==> src/rtl/icache_axi_refill_pkg.sv <==
// Shared state encodings, AXI constants and helpers for the icache refill engine.
package icache_axi_refill_pkg;

    typedef enum logic [1:0] {
        ICACHE_REFILL_IDLE = 2'd0,
        ICACHE_REFILL_AR   = 2'd1,
        ICACHE_REFILL_R    = 2'd2,
        ICACHE_REFILL_DONE = 2'd3
    } refill_state_e;

    localparam logic [1:0] AXI_BURST_INCR = 2'b01;
    localparam logic [1:0] AXI_BURST_WRAP = 2'b10;
    localparam logic [1:0] AXI_RESP_OKAY  = 2'b00;

    localparam int unsigned ICACHE_LINE_BUS_W = 256;

    function automatic logic resp_is_err(input logic [1:0] resp);
        return (resp != AXI_RESP_OKAY);
    endfunction

endpackage

==> src/rtl/icache_line_buf.sv <==
// Line assembly buffer: one 32-bit word written per beat, whole line exposed flat.
module icache_line_buf #(
    parameter int unsigned LINE_WORDS = 8,
    parameter int unsigned IDX_W      = 3
) (
    input  logic                      clk,
    input  logic                      rst_n,
    input  logic                      we_i,
    input  logic [IDX_W-1:0]          idx_i,
    input  logic [31:0]               data_i,
    output logic [32*LINE_WORDS-1:0]  line_o
);

    logic [31:0] words_r [LINE_WORDS];

    // Word storage, cleared on reset and written one beat at a time.
    always_ff @(posedge clk or negedge rst_n) begin
        if (!rst_n) begin
            for (int k = 0; k < int'(LINE_WORDS); k++) begin
                words_r[k] <= 32'd0;
            end
        end else if (we_i) begin
            words_r[idx_i] <= data_i;
        end
    end

    // Flatten the array so word k lands at bits [32k+31:32k].
    always_comb begin
        line_o = '0;
        for (int k = 0; k < int'(LINE_WORDS); k++) begin
            line_o[32*k +: 32] = words_r[k];
        end
    end

endmodule

==> src/rtl/icache_axi_refill.sv <==
// Icache line refill engine: one AXI4 read burst per miss, assembled into a full line.
// Optional ICACHE_CWF_EN selects a critical-word-first WRAP burst.
module icache_axi_refill
    import icache_axi_refill_pkg::*;
#(
    parameter int unsigned LINE_WORDS = 8,
    parameter logic [3:0]  AXI_ID     = 4'd0,
    parameter int unsigned OFFSET_W   = 5
) (
    input  logic                      clk,
    input  logic                      rst_n,
    input  logic                      req_i,
    input  logic [31:0]               addr_i,
    output logic                      rend_o,
    output logic [32*LINE_WORDS-1:0]  line_o,
    output logic                      busy_o,
    output logic                      err_o,
    output logic [3:0]                arid_o,
    output logic [31:0]               araddr_o,
    output logic [7:0]                arlen_o,
    output logic [2:0]                arsize_o,
    output logic [1:0]                arburst_o,
    output logic                      arvalid_o,
    input  logic                      arready_i,
    input  logic [3:0]                rid_i,
    input  logic [31:0]               rdata_i,
    input  logic [1:0]                rresp_i,
    input  logic                      rlast_i,
    input  logic                      rvalid_i,
    output logic                      rready_o
);

    localparam int unsigned      IDX_W     = $clog2(LINE_WORDS);
    localparam logic [IDX_W-1:0] LAST_IDX  = IDX_W'(LINE_WORDS - 1);
    localparam logic [31:0]      LINE_MASK = ~((32'd1 << OFFSET_W) - 32'd1);

    refill_state_e    state_r;
    logic [IDX_W-1:0] cnt_r;
    logic [IDX_W-1:0] base_idx_r;
    logic             err_flag_r;
    logic             armed_r;
    logic             arvalid_r;
    logic             rready_r;
    logic             rend_r;
    logic             err_r;
    logic [31:0]      araddr_r;

    logic             beat_s;
    logic             last_beat_s;
    logic             beat_err_s;
    logic [IDX_W-1:0] wr_idx_s;
    logic [31:0]      start_addr_s;
    logic [IDX_W-1:0] start_idx_s;
    logic             unused_s;

    assign arid_o    = AXI_ID;
    assign arlen_o   = 8'(LINE_WORDS - 1);
    assign arsize_o  = 3'b010;
    assign busy_o    = (state_r != ICACHE_REFILL_IDLE);
    assign arvalid_o = arvalid_r;
    assign rready_o  = rready_r;
    assign rend_o    = rend_r;
    assign err_o     = err_r;
    assign araddr_o  = araddr_r;

`ifdef ICACHE_CWF_EN
    assign arburst_o    = AXI_BURST_WRAP;
    assign start_addr_s = {addr_i[31:2], 2'b00};
    assign start_idx_s  = addr_i[OFFSET_W-1:2];
    assign unused_s     = ^{rid_i, addr_i[1:0]};
`else
    assign arburst_o    = AXI_BURST_INCR;
    assign start_addr_s = addr_i & LINE_MASK;
    assign start_idx_s  = {IDX_W{1'b0}};
    assign unused_s     = ^{rid_i, addr_i[OFFSET_W-1:0]};
`endif

    assign beat_s      = (state_r == ICACHE_REFILL_R) && rvalid_i;
    assign last_beat_s = (cnt_r == LAST_IDX);
    assign wr_idx_s    = base_idx_r + cnt_r;
    // Completion is by beat count; a misplaced or missing RLAST only flags an error.
    assign beat_err_s  = resp_is_err(rresp_i) | (rlast_i != last_beat_s);

    // Refill FSM with registered AXI handshakes, completion pulse and error flag.
    always_ff @(posedge clk or negedge rst_n) begin
        if (!rst_n) begin
            state_r    <= ICACHE_REFILL_IDLE;
            cnt_r      <= {IDX_W{1'b0}};
            base_idx_r <= {IDX_W{1'b0}};
            err_flag_r <= 1'b0;
            armed_r    <= 1'b1;
            arvalid_r  <= 1'b0;
            rready_r   <= 1'b0;
            rend_r     <= 1'b0;
            err_r      <= 1'b0;
            araddr_r   <= 32'd0;
        end else begin
            case (state_r)
                ICACHE_REFILL_IDLE: begin
                    rend_r <= 1'b0;
                    err_r  <= 1'b0;
                    // A request still held from the previous miss must drop before re-arming.
                    if (req_i && armed_r) begin
                        araddr_r   <= start_addr_s;
                        base_idx_r <= start_idx_s;
                        err_flag_r <= 1'b0;
                        cnt_r      <= {IDX_W{1'b0}};
                        arvalid_r  <= 1'b1;
                        state_r    <= ICACHE_REFILL_AR;
                    end else if (!req_i) begin
                        armed_r <= 1'b1;
                    end
                end
                ICACHE_REFILL_AR: begin
                    if (arready_i) begin
                        arvalid_r <= 1'b0;
                        rready_r  <= 1'b1;
                        state_r   <= ICACHE_REFILL_R;
                    end
                end
                ICACHE_REFILL_R: begin
                    if (beat_s) begin
                        cnt_r <= cnt_r + IDX_W'(1);
                        if (beat_err_s) begin
                            err_flag_r <= 1'b1;
                        end
                        if (last_beat_s) begin
                            rready_r <= 1'b0;
                            rend_r   <= 1'b1;
                            err_r    <= err_flag_r | beat_err_s;
                            state_r  <= ICACHE_REFILL_DONE;
                        end
                    end
                end
                ICACHE_REFILL_DONE: begin
                    rend_r  <= 1'b0;
                    err_r   <= 1'b0;
                    armed_r <= 1'b0;
                    state_r <= ICACHE_REFILL_IDLE;
                end
                default: begin
                    state_r <= ICACHE_REFILL_IDLE;
                end
            endcase
        end
    end

    icache_line_buf #(
        .LINE_WORDS (LINE_WORDS),
        .IDX_W      (IDX_W)
    ) u_line_buf (
        .clk    (clk),
        .rst_n  (rst_n),
        .we_i   (beat_s),
        .idx_i  (wr_idx_s),
        .data_i (rdata_i),
        .line_o (line_o)
    );

endmodule

==> config.mk <==
export PLATFORM = sky130hd
export DESIGN_NAME = icache_axi_refill
export DESIGN_NICKNAME = d
export VERILOG_FILES = /design/src/rtl/icache_axi_refill_pkg.sv /design/src/rtl/icache_line_buf.sv /design/src/rtl/icache_axi_refill.sv
export SDC_FILE = /design/constraint.sdc
export NUM_CORES = 1
export LEC_CHECK = 0
export ABC_AREA = 1
export BUFFER_PORTS_ARGS = -buffer_cell sky130_fd_sc_hd__buf_4
export CORE_MARGIN = 2
export CORE_UTILIZATION = 47
export CTS_BUF_LIST = sky130_fd_sc_hd__clkbuf_2
export CTS_CLUSTER_DIAMETER = 200
export DETAILED_ROUTE_END_ITERATION = 8
export GPL_ROUTABILITY_DRIVEN = 0
export PLACE_DENSITY = 0.79
export SLEW_MARGIN = 20
export SYNTH_ARGS = -nofsm -noshare
export SYNTH_HDL_FRONTEND = slang
export SYNTH_SLANG_ARGS = --single-unit
export TNS_END_PERCENT = 100
==> constraint.sdc <==
create_clock -name clk -period 1.55 [get_ports clk]
set_clock_uncertainty 0.2 [all_clocks]
set_input_delay 0.2325 -clock clk [delete_from_list [all_inputs] [get_ports clk]]
set_output_delay 0.2325 -clock clk [all_outputs]
set_load 0.005 [all_outputs]
==> results.yml, run 1 <==
logic_synthesis:
  synth_cells: 1090
  synth-seq-cells: 294
  syn_avg_cell_area_um2: 10.0
  yosysUniqueCellTypes: 20
  synth-edff-count: 0
  syn_area_mm2: 0.0109
  synthArstFlopShare_pct: 100
  synth_ff_type: "dfrtp_1"
  yosysWarnings: 0
  ys_seq_area_share_pct: 67.3
floorplan:
  initial_utilization_pct: 48.1
  die_h_um: 157
  io_pins: 386
  num_rows: 55
  die_w_um: 157
clocking:
  clockBufferDepth: 3
  cts_buffers: 73
  clock_sinks: 294
  htreeDepth: 3
  root_buffer: "clkbuf_2"
global_routing:
  grtUsageTotal_pct: 91.0
  grt_max_degree: 55
  overflow: 676
placed_design:
  placed_cell_area_mm2: 0.0141
  port_buffers: 354
  dp_cells: 1716
  dp_hpwl_um: 21200
timing:
  crit_endpoint: "busy_o"
  worst-ep-kind: "primary output"
status:
  error: "[ERROR GRT-0232] Routing congestion too high. Check the congestion heatmap in the GUI."
  outcome: "did not finish"
  outcome.stop_stage: "5_1_grt"
## routing by layer
metal,overflow,GRT usage [%]
met1,7,86.1
met2,403,106
met3,16,78.8
met4,246,99.7
met5,4,43.9
## synth_stat cells, types with 3 or more instances
cell | count | share of area, %
nand2_1 | 368 | 13
dfrtp_1 | 293 | 67
o21ai_0 | 261 | 12
inv_1 | 48 | 1.6
buf_2 | 26 | 1.2
clkbuf_2 | 24 | 1.1
buf_4 | 23 | 1.6
nor2_1 | 12 | 0.41
nand2_2 | 8 | 0.46
ha_1 | 6 | 0.69
o21ai_1 | 4 | 0.18
clkbuf_1 | 3 | 0.10
nand3_1 | 3 | 0.14
## per-stage QoR
| stage | worst slack, ns | TNS, ns | util (%) |
|---|---|---|---|
| after floorplan | -0.137 | -34.32 | - |
| after global placement | -0.143 | -26.88 | 62.1 |
| after detailed placement | -0.206 | -43.90 | 62.1 |
| after CTS | -0.652 | -207.49 | 81.7 |
## logic make-up after synthesis
family / synth area share, %
simple gates: 14.1
flops: 67.3
compound gates: 12.1
buf+inv: 5.69
fa+ha+maj: 0.687
other cells: 0.0687
## what timing repair did
| item | 4_1_cts |
|---|---|
| cloned | 22 |
| setup endpoints to repair | 580 |
| buffers inserted | 112 |
| hold buffers | 94 |
| gates resized for setup | 451 |
| pin swaps | 12 |
| endpoints found under the hold margin | 588 |
==> inputs of run 2 (changes only) <==
CORE_UTILIZATION = 40   (was 47)
CTS_BUF_LIST = unset   (was sky130_fd_sc_hd__clkbuf_2)
CTS_CLUSTER_DIAMETER = unset   (was 200)
PLACE_DENSITY = unset   (was 0.79)
PLACE_DENSITY_LB_ADDON = 0.15   (was unset)
clock period = 2 ns   (was 1.55 ns; I/O delays follow)
==> run 2 against run 1 <==
Net effect:
- the flow now finishes without violations
- synthesized cell count unchanged
- synthesized area unchanged
==> results.yml, run 2 <==
status:
  outcome: "complete, no violations"
final_layout:
  drive_gt1_share_pct: 29.1
  largest_reg_flops: 256
  most-common-layout-cells: "buf_4, nand2_1, dfrtp_1"
  num-fill-cells: 2342
  nets: 1599
  syn2layout_area_growth_pct: 42.5
  final_common_cell: "buf_4"
  multiInputGateArea_mm2: 0.00303
  diodes: 0
  seqCellArea_mm2: 0.00736
  final_util_pct: 58.0
floorplan:
  initial_utilization_pct: 40.7
  die_w_um: 169
  dieArea_mm2: 0.0287
  io_pins: 386
  die_h_um: 169
  num_rows: 60
  coreArea_mm2: 0.0269
worst_setup_path:
  r2r_slack_ns: 0.16
  r2r_cells: 7
  worstSetupPathType: "reg -> out"
  r2r-end: "u_line_buf.line_o[243]"
  worst_setup_path_start_kind: "flip-flop"
  path_max_fanout: 5
  reg2reg_from: "state_r[0]"
  crit_end: "busy_o"
  crit_arrival_ns: 1.44
  end_kind: "output port"
  critPathLaunch: "state_r[1]"
  required_ns: 1.50
clocking:
  clock_sinks: 294
  clock_latency_ns: 0.54
  root_buffer: "clkbuf_16"
  path_clk_slew_ns: 0.06
  htreeDepth: 1
  clockBufferDepth: 3
  cts_buffers: 31
  cts_tree: "done"
power_and_ir_drop:
  p_int_uw: 12600
  power.density_mw_per_mm2: 1130
  p_seq_share_pct: 44.2
  max-vdd-ir-drop_v: 0.000867
  sw_frac_of_total_pct: 28.7
  pwr-share-comb_pct: 24.2
  p_sw_uw: 5070
  p_total_uw: 17700
  p_leak_uw: 0.00815
  clock_power_share_pct: 31.6
route:
  totalWireLength_um: 31200
  ant_nets: 0
  post-route-drc-count: 0
  vias: 8867
  wl_per_cell_um: 16.6
  drt_iter0_drc: 622
  drt_first_pass_iters: 5
  vias_per_cell: 4.71
global_routing:
  overflow: 0
  grtUsageTotal_pct: 21.4
  grt_max_degree: 62
  grt_pass1_vias: 8603
  grt_pass1_wl_um: 48300
  antenna_found_initial: 0
logic_synthesis:
  ys_seq_area_share_pct: 67.3
  synth-edff-count: 0
  synth_cells: 1090
  yosysUniqueCellTypes: 20
  synth-seq-cells: 294
  synth_top_area_share_pct: 67.1
  synthArstFlopShare_pct: 100
  synth_ff_type: "dfrtp_1"
  syn_area_mm2: 0.0109
  yosys.area.top_type: "dfrtp_1"
  synth.area.top_cells: "dfrtp_1, nand2_1, o21ai_0"
  syn_avg_cell_area_um2: 10.0
  yosysWarnings: 0
  synth_most_common_cell: "nand2_1"
  synthTopCellsByCount: "nand2_1, dfrtp_1, o21ai_0"
placed_design:
  port_buffers: 354
  pre_cts_slack_ns: 0.137
  dp_hpwl_um: 20800
min_path:
  hold_path_startpoint: "rdata_i[24]"
  hold_path_class: "in -> reg"
timing:
  fmax_mhz: 515
  fin_crit_sh_pct: 97.1
  setup_ws_ns: 0.0582
  fin_crit_ns: 1.94
  rsz0062_at_grt: "yes"
  tns_ns: 0
  drv_slew: 0
  finalHoldViolCount: 0
  hold_ws_ns: 0.0264
  setup-violations-final: 0
run:
  cap_violations: 0
run 2: layer usage:
layer	wire length (um)	vias to the layer above	global-route usage [%]	share of wire [%]
met1	13600	4224	28.9	44
met3	2350	52	5.34	7.5
met2	14500	290	34.5	47
met4	765	0	5.72	2.5
li1	-	4301	-	-
met5	0	-	0	0
run 2: how the worst min path moves through the flow:
| stage | slack, ns | to | depth (start not counted) |
|---|---|---|---|
| after floorplan | -0.20 | araddr_o[10] | 0 |
| after global placement | 0.04 | araddr_o[21] | 1 |
| after detailed placement | 0.04 | araddr_o[21] | 1 |
| after CTS | 0.0002 | u_line_buf.line_o[70] | 3 |
| after global routing | 0.03 | u_line_buf.line_o[216] | 3 |
| final | 0.03 | u_line_buf.line_o[120] | 3 |
run 2: through the flow:
step | cells | cell area [um2]
after floorplan | 1110 | 11000
after global placement | 1758 | 13900
after detailed placement | 1758 | 13900
after CTS | 1879 | 15600
after global routing | 1882 | 15600
final | 1882 | 15600
run 2: layout make-up:
class,instances,share of cell area [%]
Timing Repair Buffer,450,23.0
Sequential cell,294,47.2
Clock buffer,49,5.93
Inverter,50,1.20
Multi-Input combinational cell,690,19.5
Clock inverter,8,0.442
Tap cell,341,2.74
run 2: worst max-delay path, cell delays in order (launching register included):
cell	delay [ns]
dfrtp_1	0.40
inv_1	0.09
ha_2	0.19
inv_2	0.07
buf_4	0.14
run 2: timing repair:
action | 4_1_cts | 5_1_grt
hold buffers | 64 | 1
resized for setup | 0 | 1
setup endpoints to repair | 0 | 3
hold endpoints to repair | 518 | 1
buffers inserted | 0 | 2
run 2: power by group through the flow:
stage                     combinational, uW  clock (uW)  sequential (uW)
after CTS                              4300        5710             7800
after detailed placement               4200           0             7870
final                                  4280        5580             7800
after floorplan                        1580           0             7910
after global routing                   4790        5970             7940
after global placement                 4130           0             7840
run 2: cells by family after synthesis:
| group | Yosys count | synth area share (%) |
|---|---|---|
| flip-flops | 294 | 67.3 |
| adder cells (fa/ha/maj) | 6 | 0.687 |
| buffers and inverters | 126 | 5.69 |
| other | 2 | 0.0687 |
| AND/OR/NAND/NOR | 397 | 14.1 |
| AO/OA/AOI/OAI | 265 | 12.1 |
No activity file was read; power rests on OpenSTA's default activity.
==> inputs of run 3 (changes only) <==
HOLD_SLACK_MARGIN = 0.1   (was unset)
==> run 3 against run 2 <==
Net effect:
- register-to-register slack about the same
- die area unchanged
- sequential power about the same
- combinational power about the same
- sequential share of layout area down 0.061 points
- total power about the same
- utilization up 0.074 points
==> results.yml, run 3 (same netlist as run 2, synthesis figures left out) <==
status:
  outcome: "complete, no violations"
final_layout:
  diodes: 0
  drive_gt1_share_pct: 29.0
  final_common_cell: "buf_4"
  most-common-layout-cells: "buf_4, nand2_1, dfrtp_1"
  num-fill-cells: 2342
  largest_reg_flops: 256
  multiInputGateArea_mm2: 0.00303
  seqCellArea_mm2: 0.00736
  nets: 1601
  syn2layout_area_growth_pct: 42.7
  final_cells: 1884
clocking:
  clock_latency_ns: 0.54
  htreeDepth: 1
  root_buffer: "clkbuf_16"
  path_clk_slew_ns: 0.06
  clock_sinks: 294
  clockBufferDepth: 3
  cts_buffers: 31
  cts_tree: "done"
timing:
  finalHoldViolCount: 0
  fmax_mhz: 515
  fin_crit_ns: 1.94
  setup_ws_ns: 0.0571
  fin_crit_sh_pct: 97.1
  rsz0062_at_grt: "yes"
  setup-violations-final: 0
  drv_slew: 0
  hold_ws_ns: 0.275
worst_setup_path:
  worst_setup_path_start_kind: "flip-flop"
  slowest_delay_ns: 0.40
  worstSetupPathType: "reg -> out"
  crit_end: "busy_o"
  r2r_cells: 8
  crit_arrival_ns: 1.44
  path_cells: "inv_1 -> ha_2 -> inv_2 -> buf_4"
  slowest_stage: "dfrtp_1"
  reg2reg_from: "state_r[0]"
  critPathLaunch: "state_r[1]"
  required_ns: 1.50
  end_kind: "output port"
  r2r_slack_ns: 0.16
  path_max_fanout: 5
  r2r-end: "u_line_buf.line_o[77]"
global_routing:
  grt_pass1_wl_um: 48400
  grt_pass1_vias: 8616
  antenna_found_initial: 0
  grtUsageTotal_pct: 21.4
  grt_max_degree: 62
  overflow: 0
power_and_ir_drop:
  max-vdd-ir-drop_v: 0.000868
  p_int_uw: 12600
  p_leak_uw: 0.00816
  p_seq_share_pct: 44.2
  clock_power_share_pct: 31.6
  power.density_mw_per_mm2: 1130
  p_sw_uw: 5070
  sw_frac_of_total_pct: 28.7
  pwr-share-comb_pct: 24.2
placed_design:
  dp_cells: 1758
  pre_cts_slack_ns: 0.137
  port_buffers: 354
  dp_hpwl_um: 20800
min_path:
  hold_path_class: "reg -> reg"
floorplan:
  initial_utilization_pct: 40.7
  coreArea_mm2: 0.0269
  die_w_um: 169
  die_h_um: 169
  io_pins: 386
  num_rows: 60
  dieArea_mm2: 0.0287
run:
  cap_violations: 0
route:
  totalWireLength_um: 31200
  drt_first_pass_iters: 5
  vias: 8882
  wl_per_cell_um: 16.6
  vias_per_cell: 4.71
  post-route-drc-count: 0
  drt_iter0_drc: 614
  ant_nets: 0
run 3: changes by cell type in the layout (fill, tap and decap cells not counted):
cell / delta
dlygate4sd3_1: +2
run 3: worst max-delay path: cells and delay by family (launching register included):
kind,cells,cell delay [ns]
flip-flops,1,0.40
buffers and inverters,3,0.30
adder cells (fa/ha/maj),1,0.19
run 3: power by group through the flow:
stage | registers, uW | clock network, uW | logic (uW)
after floorplan | 7910 | 0 | 1580
after global placement | 7840 | 0 | 4130
after detailed placement | 7870 | 0 | 4200
after CTS | 7800 | 5710 | 4300
after global routing | 7940 | 5970 | 4790
final | 7800 | 5580 | 4280
run 3: stage by stage:
step / total power, uW / util, % / TNS [ns] / instance area [um2]
final: 17700 / 58.1 / 0 / 15600
after detailed placement: 12100 / 51.8 / 0 / 13900
after global placement: 12000 / 51.8 / 0 / 13900
after CTS: 17800 / 58.0 / 0 / 15600
after global routing: 18700 / 58.1 / -0.0254 / 15600
after floorplan: 9490 / - / 0 / 11000
run 3: timing repair:
action	4_1_cts	5_1_grt
hold endpoints to repair	585	0
endpoints found under the setup margin	0	3
gates resized for setup	0	1
setup buffers	0	2
hold buffers	67	0
run 3: layer usage:
metal | track usage (%) | part of all wire [%] | wire length, um
met5 | 0 | 0 | 0
met4 | 5.72 | 2.4 | 756
met3 | 5.34 | 7.3 | 2290
met2 | 34.6 | 46 | 14500
met1 | 29.0 | 44 | 13700
run 3: worst min-delay path by stage:
| stage | start | endpoint | slack (ns) | cells past startpoint |
|---|---|---|---|---|
| floorplan | rst_n | araddr_o[10] | -0.20 | 0 |
| global placement | rst_n | araddr_o[21] | 0.04 | 1 |
| detailed placement | rst_n | araddr_o[21] | 0.04 | 1 |
| CTS | addr_i[23] | araddr_o[23] | 0.26 | 4 |
| global route | addr_i[5] | araddr_o[5] | 0.29 | 4 |
| finish | araddr_o[6] | araddr_o[6] | 0.27 | 2 |
run 3: cell type report:
cell class,count,area share (%)
Sequential cell,294,47.2
Timing Repair Buffer,452,23.1
Multi-Input combinational cell,690,19.4
Clock buffer,49,5.92
Tap cell,341,2.73
Inverter,50,1.20
Clock inverter,8,0.441
==> inputs of run 4 (changes only) <==
SKIP_CTS_REPAIR_TIMING = 1   (was unset)
clock period = 1.8 ns   (was 2 ns; I/O delays follow)
==> run 4 against run 3 <==
Net effect:
- the run now ends with negative setup slack left
- combinational power grew 17%
- non-clock buffer count rose by 8
- count of clock-buffer cells in the layout decreased by 2
- largest power group unchanged
- sequential cell count unchanged
- global-route usage is 0.79 points lower
- sequential power rose by 12%
- register-to-register slack got worse by 0.14 ns
- die area unchanged
- critical path type unchanged
==> results.yml, run 4 (same netlist as run 2, synthesis figures left out) <==
status:
  outcome: "finished with violations"
  violations: "negative setup slack"
timing:
  drv_slew: 0
  fin_crit_sh_pct: 102
  fin_crit_ns: 1.83
  rsz0062_at_grt: "yes"
  hold_ws_ns: 0.259
  fmax_mhz: 547
  setup-violations-final: 1
  finalHoldViolCount: 0
  tns_ns: -0.0284
  setup_ws_ns: -0.0284
final_layout:
  syn2layout_area_growth_pct: 47.9
  largest_reg_flops: 256
  drive_gt1_share_pct: 31.7
  final_common_cell: "buf_4"
  final_util_pct: 60.2
  most-common-layout-cells: "buf_4, nand2_1, dfrtp_1"
  final_cells: 1889
  nets: 1609
  diodes: 0
clocking:
  cts_tree: "done"
  cts_buffers: 31
  path_clk_slew_ns: 0.06
  clock_sinks: 294
  htreeDepth: 1
  root_buffer: "clkbuf_16"
  clockBufferDepth: 3
  clock_latency_ns: 0.55
power_and_ir_drop:
  power.density_mw_per_mm2: 1250
  p_total_uw: 20200
  max-vdd-ir-drop_v: 0.000832
  p_leak_uw: 0.00845
worst_setup_path:
  path_cells: "inv_2 -> ha_4 -> inv_4 -> buf_6"
  worstSetupPathType: "reg -> out"
  path_max_fanout: 4
  r2r-end: "u_line_buf.line_o[217]"
  crit_arrival_ns: 1.36
  worst_setup_path_start_kind: "flip-flop"
  required_ns: 1.33
  r2r_cells: 8
  reg2reg_from: "state_r[1]"
  slowest_delay_ns: 0.43
  cp_top_family: "flip-flops"
  cp.buffers_inverters: 3
  r2r_slack_ns: 0.02
  slowest_stage: "dfrtp_2"
  end_kind: "output port"
floorplan:
  num_rows: 60
  io_pins: 386
  initial_utilization_pct: 40.7
  coreArea_mm2: 0.0269
  dieArea_mm2: 0.0287
  die_w_um: 169
  die_h_um: 169
placed_design:
  port_buffers: 354
  dp_hpwl_um: 20400
  dp_cells: 1756
global_routing:
  gr-usage-met3_pct: 5.11
  grtUsageTotal_pct: 20.6
  overflow: 0
  grt_pass1_vias: 8183
  antenna_found_initial: 0
  grt.busiest_layer: "met2"
  met1_usage_pct: 27.8
  grt_max_degree: 67
  grt_pass1_wl_um: 46700
  use_met2_pct: 33.8
min_path:
  hold_path_startpoint: "addr_i[14]"
  min_to: "araddr_o[14]"
  hold_path_depth: 4
  hold_path_class: "in -> reg"
route:
  drt_first_pass_iters: 5
  vias: 9085
  wl_per_cell_um: 17.5
  ant_nets: 0
  vias_per_cell: 4.81
  post-route-drc-count: 0
  drt_iter0_drc: 612
  totalWireLength_um: 33000
run:
  cap_violations: 0
-- run 4: cell count changes in the layout (fill, tap and decap cells not counted), sizes merged --
| cell | delta |
|---|---|
| bufinv | +1 |
| buf | +1 |
| clkbuf | +5 |
| clkinv | -2 |
-- run 4: metrics by stage --
step | area [um2] | setup slack (ns)
final | 16200 | -0.0284
after global routing | 16200 | -0.0825
after CTS | 15100 | -0.150
after detailed placement | 14100 | 0.0486
after global placement | 14100 | 0.0692
after floorplan | 11000 | 0.113
-- run 4: layout make-up --
type | instances | area (um2)
multi-input combinational | 690 | 3150
timing repair buffer | 460 | 3990
sequential | 294 | 7360
inverter | 50 | 193
fill | 2268 | 10700
clock inverter | 7 | 88.8
tap | 341 | 427
clock buffer | 47 | 966
-- run 4: worst max path at each step --
stage | slack (ns) | cells after the start | startpoint | endpoint
global placement | 0.07 | 8 | state_r[0] | u_line_buf.line_o[115]
floorplan | 0.11 | 9 | state_r[0] | u_line_buf.line_o[40]
CTS | -0.15 | 4 | state_r[1] | busy_o
detailed placement | 0.05 | 8 | state_r[0] | u_line_buf.line_o[235]
global route | -0.08 | 9 | state_r[1] | err_flag_r
finish | -0.03 | 4 | state_r[1] | busy_o
-- run 4: power by group --
group / internal [uW] / total, uW / switching, uW
sequential: 7920 / 8710 / 784
combinational: 2610 / 5020 / 2410
clock: 3940 / 6480 / 2540
-- run 4: worst min-delay path, cell delays in order --
cell and delay (ns):
dlygate4sd3_1 0.52, buf_4 0.10, nand2_1 0.04, nand2_1 0.05
-- run 4: layer usage --
metal	share of wire [%]	wire (um)
met1	42	13900
met3	7.6	2500
met5	0	0
met4	2.5	839
met2	48	15800
